$ cat src/rtl/pc_ctrl_sequencer.sv
// Fetch/execute control sequencer for the 16-bit PC register stage.
// Drives the PC control bundle {reset, inc, write_en}, load data and instruction-memory reads.
module pc_ctrl_sequencer #(
    parameter int MEM_LAT = 2,
    parameter int CNT_W   = 8
) (
    input  logic             clk,
    input  logic             reset_n,
    input  logic             start,
    input  logic [7:0]       instr,
    input  logic             zflag,
    output logic             mem_rd,
    output logic [2:0]       ctrlsig,
    output logic [3:0]       pc_datain,
    output logic             ir_load,
    output logic             halted,
    output logic [CNT_W-1:0] instr_count
);

    // state | meaning
    // IDLE  | waiting for start after reset, all outputs low
    // RSTPC | one-cycle PC reset pulse
    // FETCH | one-cycle instruction-memory read request
    // WAIT  | memory latency; last cycle captures instr and zflag
    // EXEC  | one control action on the PC for the captured instruction
    // HALT  | parked until start, halted high
    typedef enum logic [2:0] {
        S_IDLE  = 3'd0,
        S_RSTPC = 3'd1,
        S_FETCH = 3'd2,
        S_WAIT  = 3'd3,
        S_EXEC  = 3'd4,
        S_HALT  = 3'd5
    } state_t;

    localparam logic [3:0] OP_JMP  = 4'h1;
    localparam logic [3:0] OP_JZ   = 4'h2;
    localparam logic [3:0] OP_HALT = 4'hF;

    localparam logic [2:0] CTRL_NONE  = 3'b000;
    localparam logic [2:0] CTRL_RESET = 3'b100;
    localparam logic [2:0] CTRL_INC   = 3'b010;
    localparam logic [2:0] CTRL_WRITE = 3'b001;

    localparam logic [3:0]       LAT_LAST = 4'(MEM_LAT - 1);
    localparam logic [CNT_W-1:0] CNT_ONE  = CNT_W'(1);

    state_t           state_q, state_d;
    logic [7:0]       ir_q, ir_d;
    logic             z_q, z_d;
    logic [3:0]       lat_cnt_q, lat_cnt_d;
    logic [CNT_W-1:0] instr_count_q, instr_count_d;

    logic             capture;

    assign capture = (state_q == S_WAIT) && (lat_cnt_q == LAT_LAST);

    always_ff @(posedge clk or negedge reset_n) begin
        if (!reset_n) begin
            state_q       <= S_IDLE;
            ir_q          <= 8'h00;
            z_q           <= 1'b0;
            lat_cnt_q     <= 4'd0;
            instr_count_q <= '0;
        end else begin
            state_q       <= state_d;
            ir_q          <= ir_d;
            z_q           <= z_d;
            lat_cnt_q     <= lat_cnt_d;
            instr_count_q <= instr_count_d;
        end
    end

    always_comb begin
        state_d       = state_q;
        ir_d          = ir_q;
        z_d           = z_q;
        lat_cnt_d     = lat_cnt_q;
        instr_count_d = instr_count_q;

        case (state_q)
            S_IDLE, S_HALT: begin
                if (start) begin
                    state_d       = S_RSTPC;
                    instr_count_d = '0;
                end
            end
            S_RSTPC: begin
                state_d = S_FETCH;
            end
            S_FETCH: begin
                lat_cnt_d = 4'd0;
                state_d   = S_WAIT;
            end
            S_WAIT: begin
                if (capture) begin
                    ir_d    = instr;
                    z_d     = zflag;
                    state_d = S_EXEC;
                end else begin
                    lat_cnt_d = lat_cnt_q + 4'd1;
                end
            end
            S_EXEC: begin
                // Saturating count: HALT retires too, so it is counted here as well.
                if (!(&instr_count_q)) begin
                    instr_count_d = instr_count_q + CNT_ONE;
                end
                if (ir_q[7:4] == OP_HALT) begin
                    state_d = S_HALT;
                end else begin
                    state_d = S_FETCH;
                end
            end
            default: begin
                state_d = S_IDLE;
            end
        endcase
    end

    // Outputs depend only on registered state, so inputs never reach outputs combinationally.
    always_comb begin
        mem_rd    = 1'b0;
        ctrlsig   = CTRL_NONE;
        pc_datain = 4'h0;
        ir_load   = 1'b0;
        halted    = 1'b0;

        case (state_q)
            S_RSTPC: ctrlsig = CTRL_RESET;
            S_FETCH: mem_rd  = 1'b1;
            S_WAIT:  ir_load = capture;
            S_EXEC: begin
                case (ir_q[7:4])
                    OP_JMP: begin
                        ctrlsig   = CTRL_WRITE;
                        pc_datain = ir_q[3:0];
                    end
                    OP_JZ: begin
                        if (z_q) begin
                            ctrlsig   = CTRL_WRITE;
                            pc_datain = ir_q[3:0];
                        end else begin
                            ctrlsig = CTRL_INC;
                        end
                    end
                    OP_HALT: ctrlsig = CTRL_NONE;
                    default: ctrlsig = CTRL_INC;
                endcase
            end
            S_HALT:  halted = 1'b1;
            default: ;
        endcase
    end

    assign instr_count = instr_count_q;

endmodule

$ cat config.mk
export PLATFORM = sky130hd
export DESIGN_NAME = pc_ctrl_sequencer
export DESIGN_NICKNAME = d
export VERILOG_FILES = /design/src/rtl/pc_ctrl_sequencer.sv
export SDC_FILE = /design/constraint.sdc
export NUM_CORES = 1
export LEC_CHECK = 0
export BUFFER_PORTS_ARGS = -buffer_cell sky130_fd_sc_hd__buf_2
export CORE_AREA = 2 2 65 67
export DETAILED_ROUTE_END_ITERATION = 10
export DIE_AREA = 0 0 67 69
export PLACE_DENSITY_LB_ADDON = 0.3
export SKIP_CTS_REPAIR_TIMING = 1
export SYNTH_ARGS = -nofsm -noshare
export SYNTH_HDL_FRONTEND = slang
export SYNTH_SLANG_ARGS = --single-unit
$ cat constraint.sdc
create_clock -name clk -period 2.6 [get_ports clk]
set_input_delay 0.13 -clock clk [delete_from_list [all_inputs] [get_ports clk]]
set_output_delay 0.13 -clock clk [all_outputs]
set_load 0.02 [all_outputs]
==> results.md <==
• critical path arrival: 1.86 ns
• total clock sinks: 24
• effective utilization at floorplan: 0.341
• vias: 1,077
• Slew headroom: 0.636
• Static Leakage: 0.768 nW
• net count after synthesis: 134
• Data required, critical path: 2.47 ns
• RSZ-0062 raised after global routing: no
• simple logic cell fraction of the synthesized area: 0.208
• routability cong.: 0.809
• largest family of logic cells by synthesized area: simple AND/OR/NAND/NOR gates
• slew at the pin closest to its max-slew limit: 0.546 ns
• share of the synthesized netlist area taken by xor and xnor gates: 0.0197
• kind of critical path: register to primary output
• sum of negative setup slack: 0 ns
• count of max-cap constraint violations: 0
• Core Footprint: 3910 µm²
• Pre-Repair DR Iteration Count: 4
• run status: finished, final reports clean
• largest fanout on the critical path: 11
• Worst Skew: 0.00243 ns
• Max Freq: 503 MHz
• clk_lat worst skew: 0.26 ns
• total of flip-flops plus latches after synthesis: 24
• Die Y-Extent: 69 µm
• grt total ovfl: 0
• post-route antenna net violation count: 0
• Syn. warnings: 0
• syn_area_per_cell: 11.2 µm²
• layout cells sized above 1: 0.371
• overall routed net length: 2.80 mm
• area growth from synthesis to layout: 19.4%
• proportion of netlist area held by the largest area contributor: 0.450
• Met1 Wirelength: 1.24 mm
• antenna violations before repair: 0
• CTS tree: done
• post-synthesis instance area: 1340 µm²
• Layout Nets: 167
• count of inserted antenna diode cells: 0
• fraction of the mapped netlist area in compound gates: 0.143
• number of violations reported at the end of detailed-routing iteration 0: 35
• FFs w/ async S/R, synth: 1.00
• adder-cell share of the synthesized area: 0.0366
• floorplan die width: 67 µm
• leading area contributor after synthesis: sky130_fd_sc_hd__dfrtp_1
• number of CTS-inserted buffers: 3
• dominant register cell in the synthesized netlist: sky130_fd_sc_hd__dfrtp_1
• met2 routed wirelength: 1.43 mm
• first-pass GRT wire length: 5.02 mm
• Max rail drop VDD: 0.000459 V
• number of unique standard cell types used by synthesis: 44
• worst hold-check slack: 0.0835 ns
• Worst Hold Class: primary input to register
• CTS clk-pin slew, worst paths: 0.08 ns
• number of fill cells in the layout: 396
• drt wl/cell: 13.9 µm
• DR DRC count: 0
• number of global-route vias before repair: 1,126
• cells taking the most area after synthesis: sky130_fd_sc_hd__dfrtp_1 (45%), sky130_fd_sc_hd__mux2_4 (9.0%), sky130_fd_sc_hd__nor4_4 (3.2%), sky130_fd_sc_hd__a21oi_1 (3.0%), sky130_fd_sc_hd__ha_1 (2.8%)
• Critical Path End Type: primary output
• Period Utilization, post-route: 0.765
• # IOs: 30
• post-route minimum period: 1.99 ns
• PwrDens: 945 nW/µm²
• commonest cells in the netlist: sky130_fd_sc_hd__dfrtp_1 (24), sky130_fd_sc_hd__nand2_1 (10), sky130_fd_sc_hd__a21oi_1 (8), sky130_fd_sc_hd__mux2_4 (8)
• number of failing hold endpoints at the final stage: 0
• cell with the most instances after synthesis: sky130_fd_sc_hd__dfrtp_1
• via density per instance: 5.36
• Post-synth EDFFs: 0
• Final HPWL DP: 2.07 mm
• pins over their slew limit: 0
• uppermost layer routed: met4
• I/O Buffers: 29
• sequential area share after synthesis: 0.450
• pin count of the biggest net entering global routing: 25
• maximum count of clock buffers along a single path: 2
• full die area: 4620 µm²
• Total GRT Usage: 0.136
• standard-cell row count: 23
• portion of netlist area occupied by mux cells: 0.115
• final setup violation count: 0
• root buffer cell: sky130_fd_sc_hd__clkbuf_8
• cells after synthesis: 119
• total met3 wirelength after detailed routing: 108 µm
• Critical Path Start Type: register
• H-tree Lvls: 1
==> routing by layer <==
metal  GRT usage  up-vias
met4      0.0454        0
met3      0.0261        2
li1            -      516
met5           0        -
met1       0.175      540
met2       0.226       19
==> cells by family after synthesis <==
| family | after synthesis |
|---|---|
| xor+xnor | 3 |
| fa+ha+maj | 4 |
| simple gates | 42 |
| buf+inv | 7 |
| flops | 24 |
| compound gates | 28 |
| mux | 11 |
==> layout make-up <==
class / count / area, µm² / area share
Clock buffer: 4 / 55.1 / 0.0345
Inverter: 4 / 15.0 / 0.00942
Multi-Input combinational cell: 88 / 698 / 0.438
Sequential cell: 24 / 601 / 0.377
Tap cell: 50 / 62.6 / 0.0392
Timing Repair Buffer: 31 / 163 / 0.102
==> critical path, stage by stage, from the launching register on <==
cell and delay, ns:
sky130_fd_sc_hd__dfrtp_1 0.42, sky130_fd_sc_hd__inv_1 0.07, sky130_fd_sc_hd__ha_1 0.13, sky130_fd_sc_hd__or3b_4 0.40
sky130_fd_sc_hd__nor4_4 0.13, sky130_fd_sc_hd__buf_4 0.25, sky130_fd_sc_hd__buf_2 0.20
==> worst paths after layout <==
check / end / depth (start not counted) / startpoint / slack (ns)
setup / recovery: ir_load / 6 / lat_cnt_q[1]$_DFFE_PN0P_ / 0.61
hold / removal: ir_q[0]$_DFFE_PN0P_ / 2 / instr[0] / 0.08
setup reg to reg: ir_q[0]$_DFFE_PN0P_ / 6 / lat_cnt_q[1]$_DFFE_PN0P_ / 0.75
hold reg to reg: ir_q[0]$_DFFE_PN0P_ / 1 / ir_q[0]$_DFFE_PN0P_ / 0.50
max in group asynchronous: lat_cnt_q[2]$_DFFE_PN0P_ / 2 / reset_n / 1.86
min in group asynchronous: ir_q[2]$_DFFE_PN0P_ / 2 / reset_n / 0.38
==> registers in the layout, indices dropped and copies added (netlist names) <==
| signal | cells |
|---|---|
| instr_count | 8 |
| ir_q | 8 |
| lat_cnt_q | 4 |
| state_q | 3 |
| z_q | 1 |
==> cells in the final DEF, fill, tap and decap left out, drive strengths merged, types with 2 or more instances in the layout <==
cell type | Yosys | layout
nand3 | 6 | 6
a21oi | 8 | 8
ha | 3 | 3
or3 | 2 | 2
buf | 3 | 30
dfrtp | 24 | 24
nor2 | 4 | 4
a31o | 3 | 3
o21ai | 4 | 4
a41oi | 2 | 2
and3 | 2 | 2
a31oi | 2 | 2
xor2 | 2 | 2
clkbuf | 0 | 4
and2 | 5 | 5
inv | 4 | 4
nor4 | 2 | 2
mux2 | 11 | 11
nand4 | 3 | 3
nand2 | 10 | 10
nor3b | 2 | 2
==> power breakdown <==
group | total, mW | switching (mW) | leakage, nW | internal (mW)
Combinational | 0.610 | 0.308 | 0.430 | 0.302
Clock | 0.256 | 0.121 | 0.0288 | 0.135
Sequential | 0.640 | 0.149 | 0.310 | 0.492
==> per-stage QoR <==
stage          total power, mW  cells  setup slack [ns]   util  instance area (µm²)
3_5_place_dp              1.27    196             0.745  0.391                 1530
5_1_grt                   1.63    201             0.450  0.407                 1590
3_3_place_gp              1.24    196             0.804  0.391                 1530
4_1_cts                   1.52    200             0.589  0.405                 1580
2_1_floorplan             1.12    119             0.839      -                 1340
6_report                  1.51    201             0.611  0.407                 1590
No activity file was read; power rests on OpenSTA's default activity.
